**config.mk**
```make
export PLATFORM = sky130hd
export DESIGN_NAME = hazard_unit
export DESIGN_NICKNAME = d
export VERILOG_FILES = /design/src/rtl/hazard_pkg.sv /design/src/rtl/hazard_unit_fwd_cmp.sv /design/src/rtl/hazard_unit.sv
export SDC_FILE = /design/constraint.sdc
export NUM_CORES = 1
export LEC_CHECK = 0
export BUFFER_PORTS_ARGS = -buffer_cell sky130_fd_sc_hd__buf_2
export CAP_MARGIN = 10
export CORE_MARGIN = 8
export CORE_UTILIZATION = 44
export CTS_CLUSTER_SIZE = 24
export DETAILED_ROUTE_END_ITERATION = 7
export PLACE_DENSITY = 0.81
export SLEW_MARGIN = 15
export SYNTH_ARGS = -nofsm -noshare
export SYNTH_HDL_FRONTEND = slang
export SYNTH_SLANG_ARGS = --single-unit
```
**constraint.sdc**
```tcl
create_clock -name clk -period 2.8 [get_ports clk]
set_input_delay 0.28 -clock clk [delete_from_list [all_inputs] [get_ports clk]]
set_output_delay 0.28 -clock clk [all_outputs]
set_load 0.01 [all_outputs]
```
**src/rtl/hazard_pkg.sv**
```systemverilog
// Shared constants and types for the pipeline hazard unit: forward selects,
// FSM state encoding and counter widths.
package hazard_pkg;

    localparam int unsigned RAW_DEFAULT = 5;
    localparam int unsigned FWD_W       = 2;
    localparam int unsigned CNT_W       = 2;
    localparam int unsigned PCNT_W      = 4;

    localparam logic [FWD_W-1:0] FWD_REG = 2'b00;
    localparam logic [FWD_W-1:0] FWD_WB  = 2'b01;
    localparam logic [FWD_W-1:0] FWD_MEM = 2'b10;

    typedef logic [0:0] state_t;
    localparam state_t RUN   = 1'b0;
    localparam state_t STALL = 1'b1;

endpackage

```
**src/rtl/hazard_unit_fwd_cmp.sv**
```systemverilog
// Single forwarding/hazard comparator: hit when a write-enabled, non-zero
// destination register matches a source register.
module fwd_cmp
    import hazard_pkg::*;
#(
    parameter int unsigned RAW = RAW_DEFAULT
) (
    input  logic [RAW-1:0] dst,
    input  logic           regwrite_n,
    input  logic [RAW-1:0] src,
    output logic           hit
);

    assign hit = !regwrite_n && (dst != '0) && (dst == src);

endmodule

```
**src/rtl/hazard_unit.sv**
```systemverilog
// Pipeline hazard unit: EX/ID/MEM forwarding selects, load-use and branch
// stalls, and an optional multiply scoreboard enabled by HAZARD_MULDIV_EN.
module hazard_unit
    import hazard_pkg::*;
#(
    parameter int unsigned RAW     = RAW_DEFAULT,
    parameter int unsigned MUL_LAT = 4
) (
    input  logic           clk,
    input  logic           rst,
    input  logic [RAW-1:0] id_rs,
    input  logic [RAW-1:0] id_rt,
    input  logic [RAW-1:0] ex_rs,
    input  logic [RAW-1:0] ex_rt,
    input  logic [RAW-1:0] ex_dst,
    input  logic [RAW-1:0] mem_dst,
    input  logic [RAW-1:0] wb_dst,
    input  logic           ex_regwrite_n,
    input  logic           mem_regwrite_n,
    input  logic           wb_regwrite_n,
    input  logic           ex_memread,
    input  logic           id_branch,
    input  logic           id_mul,
    input  logic           ex_mul,
    output logic [1:0]     fwd_a,
    output logic [1:0]     fwd_b,
    output logic           fwd_id_a,
    output logic           fwd_id_b,
    output logic           fwd_mem,
    output logic           stall,
    output logic           bubble
);

    logic mem_a_hit, mem_b_hit, wb_a_hit, wb_b_hit;
    logic ex_ida_hit, ex_idb_hit;

    fwd_cmp #(.RAW(RAW)) u_mem_a  (.dst(mem_dst), .regwrite_n(mem_regwrite_n), .src(ex_rs),   .hit(mem_a_hit));
    fwd_cmp #(.RAW(RAW)) u_mem_b  (.dst(mem_dst), .regwrite_n(mem_regwrite_n), .src(ex_rt),   .hit(mem_b_hit));
    fwd_cmp #(.RAW(RAW)) u_wb_a   (.dst(wb_dst),  .regwrite_n(wb_regwrite_n),  .src(ex_rs),   .hit(wb_a_hit));
    fwd_cmp #(.RAW(RAW)) u_wb_b   (.dst(wb_dst),  .regwrite_n(wb_regwrite_n),  .src(ex_rt),   .hit(wb_b_hit));
    fwd_cmp #(.RAW(RAW)) u_mem_ia (.dst(mem_dst), .regwrite_n(mem_regwrite_n), .src(id_rs),   .hit(fwd_id_a));
    fwd_cmp #(.RAW(RAW)) u_mem_ib (.dst(mem_dst), .regwrite_n(mem_regwrite_n), .src(id_rt),   .hit(fwd_id_b));
    fwd_cmp #(.RAW(RAW)) u_wb_mem (.dst(wb_dst),  .regwrite_n(wb_regwrite_n),  .src(mem_dst), .hit(fwd_mem));
    fwd_cmp #(.RAW(RAW)) u_ex_ia  (.dst(ex_dst),  .regwrite_n(ex_regwrite_n),  .src(id_rs),   .hit(ex_ida_hit));
    fwd_cmp #(.RAW(RAW)) u_ex_ib  (.dst(ex_dst),  .regwrite_n(ex_regwrite_n),  .src(id_rt),   .hit(ex_idb_hit));

    // EX operand selects: the younger MEM result wins over WB.
    always_comb begin
        fwd_a = FWD_REG;
        fwd_b = FWD_REG;
        if (mem_a_hit)     fwd_a = FWD_MEM;
        else if (wb_a_hit) fwd_a = FWD_WB;
        if (mem_b_hit)     fwd_b = FWD_MEM;
        else if (wb_b_hit) fwd_b = FWD_WB;
    end

    logic ex_id_hit, hz_load, hz_branch;

    assign ex_id_hit = ex_ida_hit || ex_idb_hit;
    assign hz_load   = ex_memread && ex_id_hit;
    assign hz_branch = id_branch && !ex_memread && ex_id_hit;

    state_t           state_q, state_d;
    logic [CNT_W-1:0] cnt_q, cnt_d;
    logic             fsm_stall;

    // A load feeding a branch needs the extra STALL cycle; all others stall once.
    always_comb begin
        state_d   = state_q;
        cnt_d     = cnt_q;
        fsm_stall = 1'b0;
        case (state_q)
            RUN: begin
                if (hz_load || hz_branch) begin
                    fsm_stall = 1'b1;
                end
                if (hz_load && id_branch) begin
                    cnt_d   = CNT_W'(1);
                    state_d = STALL;
                end
            end
            STALL: begin
                fsm_stall = 1'b1;
                cnt_d     = cnt_q - CNT_W'(1);
                if (cnt_q <= CNT_W'(1)) begin
                    cnt_d   = '0;
                    state_d = RUN;
                end
            end
            default: begin
                state_d = RUN;
                cnt_d   = '0;
            end
        endcase
    end

    always_ff @(posedge clk or posedge rst) begin
        if (rst) begin
            state_q <= RUN;
            cnt_q   <= '0;
        end else begin
            state_q <= state_d;
            cnt_q   <= cnt_d;
        end
    end

    logic mul_stall;

`ifdef HAZARD_MULDIV_EN
    logic              pend_valid_q, pend_valid_d;
    logic [PCNT_W-1:0] pend_cnt_q, pend_cnt_d;
    logic [RAW-1:0]    pend_dst_q, pend_dst_d;

    // Countdown of the in-flight multiply; a fresh issue overrides expiry.
    always_comb begin
        pend_valid_d = pend_valid_q;
        pend_cnt_d   = pend_cnt_q;
        pend_dst_d   = pend_dst_q;
        if (pend_valid_q) begin
            if (pend_cnt_q <= PCNT_W'(1)) begin
                pend_valid_d = 1'b0;
                pend_cnt_d   = '0;
            end else begin
                pend_cnt_d = pend_cnt_q - PCNT_W'(1);
            end
        end
        if (ex_mul && !ex_regwrite_n && (ex_dst != '0)) begin
            pend_valid_d = 1'b1;
            pend_dst_d   = ex_dst;
            pend_cnt_d   = PCNT_W'(MUL_LAT - 1);
        end
    end

    always_ff @(posedge clk or posedge rst) begin
        if (rst) begin
            pend_valid_q <= 1'b0;
            pend_cnt_q   <= '0;
            pend_dst_q   <= '0;
        end else begin
            pend_valid_q <= pend_valid_d;
            pend_cnt_q   <= pend_cnt_d;
            pend_dst_q   <= pend_dst_d;
        end
    end

    assign mul_stall = pend_valid_q &&
                       ((id_rs == pend_dst_q) || (id_rt == pend_dst_q) || id_mul);
`else
    logic unused_mul;

    assign unused_mul = ^{id_mul, ex_mul, PCNT_W'(MUL_LAT)};
    assign mul_stall  = 1'b0;
`endif

    assign stall  = !rst && (fsm_stall || mul_stall);
    assign bubble = stall;

endmodule

```
### After elaboration in Yosys (flattened, before gate mapping)

Index checks and enable logic that the tools add are counted.

| word-level totals | value |
|---|---|
| register bits after elaboration | 3 |
| output and inout port bits | 9 |
| word-level logic and storage cells | 54 |

| cells by class | value |
|---|---|
| bitwise logic cells | 1 |
| $lt $le $gt $ge | 1 |
| eq/ne operators | 10 |
| add/sub/neg operators | 1 |
| reduce and logical (&&, ||, !) cells | 27 |
| muxes and demuxes | 12 |

Operators with widths:

| cell | count |
|---|---|
| $eq 5x5->1 | 9 |
| $logic_and 1x1->1 | 17 |
| $reduce_bool 5->1 | 3 |
| $mux 2 | 4 |
| $logic_not 1->1 | 5 |
| $mux 1 | 5 |
| $pmux 1 s2 | 2 |
| $pmux 2 s2 | 1 |
| $le 2x1->1 const B | 1 |
| $logic_or 1x1->1 | 2 |
| $ne 2x2->1 const B | 1 |
| $sub 2x1->2 const B | 1 |
| $not 1->1 | 1 |

### Longest topological paths before layout

Gate-level depths: netlist of the first run.

| logic depth | value |
|---|---|
| depth after elaboration | 9 |
| depth in mapped cells | 5 |

### Hierarchy

Synthesis of the first run repeated with hierarchy kept, for this count alone.

| unflattened totals | value |
|---|---|
| cell total of the unflattened synthesis | 110 |
| area total of the unflattened synthesis | 803.3 um^2 |

Modules (own cells, without submodules):

| module | cells each | area each (um^2) | times used | sequential area each (um^2) |
|---|---|---|---|---|
| fwd_cmp | 10 | 68.8 | 9 | 0.0 |
| hazard_unit | 20 | 183.9 | 1 | 75.1 |

### Worst setup path before layout of the first run

OpenSTA, ideal clock, no wires.

| path | value |
|---|---|
| kind | input to output |
| start | input mem_dst[1] |
| end | output fwd_a[0] |
| arrival | 1.543 ns |
| path slack | 0.977 ns |
| data required time | 2.520 ns |
| stages | 5 |
| buffers on the path | 1 |
| cells stage by stage | buf_4 or4_4 o21bai_4 nor4_2 nor4_2 |

| on the way | value |
|---|---|
| cells in the longest elaborated chain, start to end | 4 |

RTL lines:

| what | RTL line | source |
|---|---|---|
| from (decl) | hazard_unit.sv:16 | `input logic [RAW-1:0] mem_dst,` |
| $reduce_bool 5->1 | hazard_unit_fwd_cmp.sv:14 | `assign hit = !regwrite_n && (dst != '0) && (dst == src);` |
| $logic_and 1x1->1 | hazard_unit_fwd_cmp.sv:14 |  |
| $logic_and 1x1->1 (*) | hazard_unit_fwd_cmp.sv:14 |  |
| net mem_a_hit | hazard_unit.sv:34 | `logic mem_a_hit, mem_b_hit, wb_a_hit, wb_b_hit;` |
| $mux 2 (*) | hazard_unit.sv:51 | `if (mem_a_hit) fwd_a = FWD_MEM;` |
| to (decl) | hazard_unit.sv:25 | `output logic [1:0] fwd_a,` |

Mark *: on every way through the listed nets, which the timed path passes. The rest lies on a longest branch.

### Worst setup path after layout of the first run

| path | value |
|---|---|
| start | input mem_dst[0] |
| end | output fwd_b[0] |

| on the way | value |
|---|---|
| cells in the longest elaborated chain, start to end | 4 |

RTL lines:

| what | RTL line | source |
|---|---|---|
| $reduce_bool 5->1 | hazard_unit_fwd_cmp.sv:14 |  |
| $logic_and 1x1->1 | hazard_unit_fwd_cmp.sv:14 |  |
| $logic_and 1x1->1 (*) | hazard_unit_fwd_cmp.sv:14 |  |
| $mux 2 (*) | hazard_unit.sv:53 | `if (mem_b_hit) fwd_b = FWD_MEM;` |
| to (decl) | hazard_unit.sv:26 | `output logic [1:0] fwd_b,` |

Mark *: on every way between the ends. The rest lies on a longest branch, timed or not.

==> run_results.csv, run 1 <==
group,metric,value,unit
status,outcome,"completed",
yosys,yosysSeqAreaShare,9.58,%
clocking,clock_tree.root_cell,"sky130_fd_sc_hd__clkbuf_4",
timing,fmax,0.504,GHz
clocking,cts_inserted_buffers,3,
yosys,netlist-cell-type-count,24,
die,core_area,1710,µm²
timing,finalHoldViolCount,0,
pwr,power_density,252,nW/µm²
drt,drt_first_iter_violations,12,
drt,detailroute.via_count,825,
drt,via_per_inst,5.00,
yosys,synth_enable_flop_cells,0,
hold_path,hp-class,"primary input to flop",
yosys,synth_most_common_cell,"sky130_fd_sc_hd__xor2_1",
critical_path,worst_path_max_delay_cell,"sky130_fd_sc_hd__or4_4",
placement,io_buffers,50,
drt,finalWirelength,2.35,mm
die,num_rows,15,
layout,post_route_cells_drive_above_1_share,42.9,%
clocking,clkSlewWorstSetupHoldPaths,40,ps
layout,ff_latch_area,75.1,µm²
yosys,synth_top_cell_by_area,"sky130_fd_sc_hd__xor2_1",
pwr,power_consumption,264,µW
critical_path,crit_chain,"buf_2 -> or4_4 -> o21bai_4 -> nor4_2 -> nor4_2 -> buf_2",
yosys,yosys-top-cells-count,"30 x sky130_fd_sc_hd__xor2_1, 15 x sky130_fd_sc_hd__xnor2_1, 5 x sky130_fd_sc_hd__nand3_1",
layout,antenna_fix_cells,0,
global_route,total_routing_usage_gr,14.6,%
placement,dpl.hpwl,2.13,mm
die,chipHeight,58.2,µm
clocking,clkSinkCount,3,
clocking,worstSkewPairLatency,230,ps
layout,synthToLayoutAreaGrowth,33.5,%
timing,setup_repair_after_global_routing_missed_its_margin,"no",
pwr,power.leakage,0.000483,µW
critical_path,start_kind,"primary input",
die,fp.dieW,58.2,µm
layout,nNetsFinal,185,
timing,tns,0,ps
layout,fill_cells,162,
layout,finalCoreUtilization,61.2,%
placement,gp_routability_congestion,0.821,
yosys,synth.net_count,137,
clocking,h-tree-depth,1,
timing,worst_clock_skew,1.97,ps
yosys,synthDominantCellAreaShare,33.5,%
layout,combined_area_of_the_multi_input_logic_cells,646,µm²
placement,place.detailed.instances,160,
global_route,grt.overflow.total,0,
global_route,antenna_found_initial,0,
run,maxCapViolCount,0,
timing,timing_max_transition_violations_final,0,
timing,worstMarginPinSlew,382,ps
drt,routed_wire_length_per_instance,14.3,µm
yosys,syn_avg_cell_area,8.42,µm²
yosys,ys_warn_count,0,
yosys,synth_flop_cell,"sky130_fd_sc_hd__dfrtp_1",
pwr,irDropWorstVdd,0.176,mV
timing,fin_crit_sh,70.8,%
layout,layoutNonFillerInstCount,165,
yosys,ys_ff_latch,3,
timing,headroom_to_the_max_slew_limit,74.5,%
critical_path,critical-path-max-stage-delay,550,ps
drt,remaining_drc_errors,0,
global_route,grt_first_pass_wirelength,4.06,mm
clocking,cts_max_path_buffers,2,
clocking,clock_tree_from_tritoncts,"yes",
critical_path,crit_type,"primary input to output pin",
critical_path,worst_ep_required_time,2520,ps
timing,setup_viol_count_final,0,
yosys,synth_area_leaders,"sky130_fd_sc_hd__xor2_1 34%, sky130_fd_sc_hd__xnor2_1 17%, sky130_fd_sc_hd__dfrtp_1 9.6%",
global_route,grt_max_degree,7,
die,floorplan.initialDensity,45.9,%
die,die_area,3390,µm²
clocking,post_cts.resized_instances,0,
critical_path,crit_fanout,6,
critical_path,crit_arrival,1700,ps
layout,stdcell_area,1050,µm²
drt,drt.antenna.violating_nets,0,
yosys,netlist_area,783,µm²
timing,timing.final.crit_period,1980,ps
drt,drt_pass1_iterations,3,
die,floorplan.io_pins,53,
yosys,synth-async-reset-ratio,100,%
placement,postPlaceCellArea,1010,µm²
global_route,number_of_global_route_vias_before_repair,998,
critical_path,setup.worst_path.end_class,"output pin",
yosys,post_synth_inst_count,93,
metal layers:
metal  share of wire (%)  routed length, µm  GRT usage, %  vias to the layer above
met1                  40                949          15.7                      376
met2                  53               1250          26.9                       33
met4                 1.8                 42          5.24                        0
li1                    -                  -             -                      412
met5                   0                  0             0                        -
met3                 4.6                108          3.53                        4
cells by family after synthesis:
kind of cell           share of synthesized area [%]
AO/OA/AOI/OAI                                   10.4
XOR/XNOR                                        50.3
buffers and inverters                           7.99
flip-flops                                      9.58
AND/OR/NAND/NOR                                 21.7
state kept, by name, summed over array words and instances, names as in the netlist:
name     flops
cnt_q        2
state_q      1
repair_timing:
| item | 4_1_cts | 5_1_grt |
|---|---|---|
| hold endpoints to repair | 3 | 0 |
| buffers inserted | 0 | 0 |
| hold buffers | 1 | 0 |
final timing paths:
check / slack (ps) / endpoint / cells past startpoint / startpoint
max in group asynchronous: 2170 / state_q$_DFF_PP0_ / 3 / rst
min in group asynchronous: 490 / cnt_q[1]$_DFFE_PP0P_ / 3 / rst
worst max-delay path: 820 / fwd_b[0] / 6 / mem_dst[0]
worst min register to register: 520 / cnt_q[0]$_DFFE_PP0P_ / 2 / cnt_q[0]$_DFFE_PP0P_
worst min-delay path: 460 / cnt_q[0]$_DFFE_PP0P_ / 4 / ex_memread
worst max register to register: 1640 / cnt_q[1]$_DFFE_PP0P_ / 2 / state_q$_DFF_PP0_
critical path, delay by kind of cell:
kind	cells	cell delay (ps)
AO/OA/AOI/OAI	1	200
buffers and inverters	2	330
AND/OR/NAND/NOR	3	900
layout by cell type (no fill, tap or decap), drive strengths merged:
master       count
xor2            30
or4              5
a21oi            1
nand3            5
or3              1
o21ai            3
nor3             2
clkbuf           4
nor4             7
dfrtp            3
o32ai            1
buf             50
xnor2           15
o21bai           3
a22oi            1
o221a            1
nor2             3
inv              2
dlygate4sd3      1
nand2            2
power by group:
group	switching, µW	internal, µW
sequential	3.95	48.8
combinational	70.3	66.2
clock	21.4	53.3
stage by stage:
stage                     hold WS [ps]  setup slack, ps
after CTS                          460              800
after detailed placement           170              802
after global placement             166              839
final                              460              817
after floorplan                   39.4              977
after global routing               487              749
area by class of cell:
type	count	share of cell area, %
multi-input cells	80	61.7
flip-flops and latches	3	7.18
repair buffers	51	24.9
clock buffers	4	2.51
inverters	2	0.718
well taps	25	2.99
No activity file was read; power rests on OpenSTA's default activity.
==> run 2, diff against run 1 <==
--- a/config.mk
+++ b/config.mk
@@ -8,10 +8,10 @@
 export BUFFER_PORTS_ARGS = -buffer_cell sky130_fd_sc_hd__buf_2
 export CAP_MARGIN = 10
 export CORE_MARGIN = 8
-export CORE_UTILIZATION = 44
+export CORE_UTILIZATION = 37
 export CTS_CLUSTER_SIZE = 24
 export DETAILED_ROUTE_END_ITERATION = 7
-export PLACE_DENSITY = 0.81
+export PLACE_DENSITY = 0.72
 export SLEW_MARGIN = 15
 export SYNTH_ARGS = -nofsm -noshare
 export SYNTH_HDL_FRONTEND = slang
==> constraint.sdc (replaced) <==
create_clock -name clk -period 1.8 [get_ports clk]
set_input_delay 0.18 -clock clk [delete_from_list [all_inputs] [get_ports clk]]
set_output_delay 0.18 -clock clk [all_outputs]
set_load 0.01 [all_outputs]
==> run_results.csv, run 2 (synthesis results as in run 1) <==
group,metric,value,unit
global_route,grt_first_pass_wirelength,3.62,mm
layout,layoutNonFillerInstCount,170,
drt,via_per_inst,4.74,
layout,nNetsFinal,188,
timing,worst_clock_skew,2.75,ps
die,num_rows,16,
layout,mostFrequentLayoutCell,"sky130_fd_sc_hd__buf_2",
timing,worstMarginPinSlew,337,ps
layout,largest_register_ff_count,2,
drt,finalWirelength,2.24,mm
timing,setup_viol_count_final,0,
drt,detailroute.via_count,805,
layout,antenna_fix_cells,0,
timing,timing.final.crit_period,1720,ps
pwr,power_consumption,412,µW
drt,routed_wire_length_per_instance,13.2,µm
placement,place_worst_setup_slack,70.3,ps
clocking,clkSlewWorstSetupHoldPaths,30,ps
drt,drt_first_iter_violations,21,
clocking,clock_tree.root_cell,"sky130_fd_sc_hd__clkbuf_4",
layout,ff_latch_area,75.1,µm²
timing,timing_max_transition_violations_final,0,
die,floorplan.io_pins,53,
timing,setup_ws,75.8,ps
critical_path,crit_fanout,4,
clocking,cts_hold_buf,1,
clocking,clock_tree_from_tritoncts,"yes",
layout,combined_area_of_the_multi_input_logic_cells,646,µm²
global_route,number_of_global_route_vias_before_repair,891,
timing,headroom_to_the_max_slew_limit,77.5,%
critical_path,setup.worst_path.end_class,"output pin",
global_route,total_routing_usage_gr,12.4,%
layout,synthToLayoutAreaGrowth,36.7,%
critical_path,crit_arrival,1540,ps
critical_path,timing.reg2reg.setup_slack,650,ps
timing,fmax,0.580,GHz
drt,remaining_drc_errors,0,
die,die_area,3850,µm²
clocking,worstSkewPairLatency,230,ps
die,fp.dieW,62.0,µm
hold_path,hp-class,"primary input to flop",
global_route,antenna_found_initial,0,
placement,gp_routability_congestion,0.891,
global_route,grt.overflow.total,0,
critical_path,start_kind,"primary input",
pwr,power_density,385,nW/µm²
status,outcome,"completed",
timing,setup_repair_after_global_routing_missed_its_margin,"no",
pwr,power.leakage,0.000498,µW
layout,top_register,"cnt_q",
drt,drt.antenna.violating_nets,0,
placement,place.detailed.instances,165,
placement,postPlaceCellArea,1030,µm²
clocking,cts_inserted_buffers,3,
clocking,h-tree-depth,1,
layout,stdcell_area,1070,µm²
drt,drt_pass1_iterations,4,
placement,io_buffers,50,
clocking,post_cts.resized_instances,0,
layout,largest_registers,"cnt_q (2), state_q (1)",
timing,tns,0,ps
critical_path,worst_ep_required_time,1620,ps
run,maxCapViolCount,0,
placement,dpl.hpwl,2.03,mm
die,core_area,1980,µm²
layout,fill_cells,185,
die,chipHeight,62.0,µm
timing,fin_crit_sh,95.8,%
die,floorplan.initialDensity,39.5,%
layout,post_route_cells_drive_above_1_share,44.1,%
pwr,irDropWorstVdd,0.210,mV
layout,layout.cells.most_common_list,"50 x sky130_fd_sc_hd__buf_2, 30 x sky130_fd_sc_hd__xor2_1, 15 x sky130_fd_sc_hd__xnor2_1, 5 x sky130_fd_sc_hd__nand3_1",
clocking,clkSinkCount,3,
clocking,cts_max_path_buffers,2,
critical_path,crit_type,"primary input to output pin",
timing,finalHoldViolCount,0,
clocking,post-cts-setup-buffers,0,
global_route,grt_max_degree,7,
## run 2: cell count changes in the layout (fill, tap and decap cells not counted), sizes merged
cell  delta
buf      +3
## run 2: worst max-delay path: stages
cell and delay, ps:
sky130_fd_sc_hd__dlygate4sd3_1 540, sky130_fd_sc_hd__buf_2 130, sky130_fd_sc_hd__inv_1 120, sky130_fd_sc_hd__o21ai_0 110, sky130_fd_sc_hd__o32ai_1 270, sky130_fd_sc_hd__buf_2 200
## run 2: final cells by class
type,count,share of cell area [%]
sequential,3,7.01
tap,27,3.15
inverter,2,0.701
multi-input combinational,80,60.3
clock buffer,4,2.45
timing repair buffer,54,26.4
## run 2: report_power, final
group	switching [µW]	internal [µW]	total, µW
logic	107	107	215
clock network	32.2	82.9	115
registers	6.25	75.9	82.1
total	146	266	412
## run 2: final timing paths
path                                      start              endpoint  depth (start not counted)
max reg2reg                   state_q$_DFF_PP0_  cnt_q[1]$_DFFE_PP0P_                          2
max in group asynchronous                   rst     state_q$_DFF_PP0_                          3
min reg2reg                cnt_q[0]$_DFFE_PP0P_  cnt_q[0]$_DFFE_PP0P_                          2
min in group asynchronous                   rst  cnt_q[1]$_DFFE_PP0P_                          3
min                                  ex_memread     state_q$_DFF_PP0_                          4
max                                         rst                 stall                          6
## run 2: stage by stage
stage                     hold WS [ps]  utilization (%)
after floorplan                  -60.6                -
after CTS                          343             54.0
after global placement            66.4             52.2
final                              355             54.0
after detailed placement          73.3             52.2
after global routing               354             54.0
## run 2: layer usage
layer,global-route usage [%],wire length (µm)
met4,4.87,14
met3,3.09,139
met1,12.9,897
met5,0,0
met2,23.0,1190
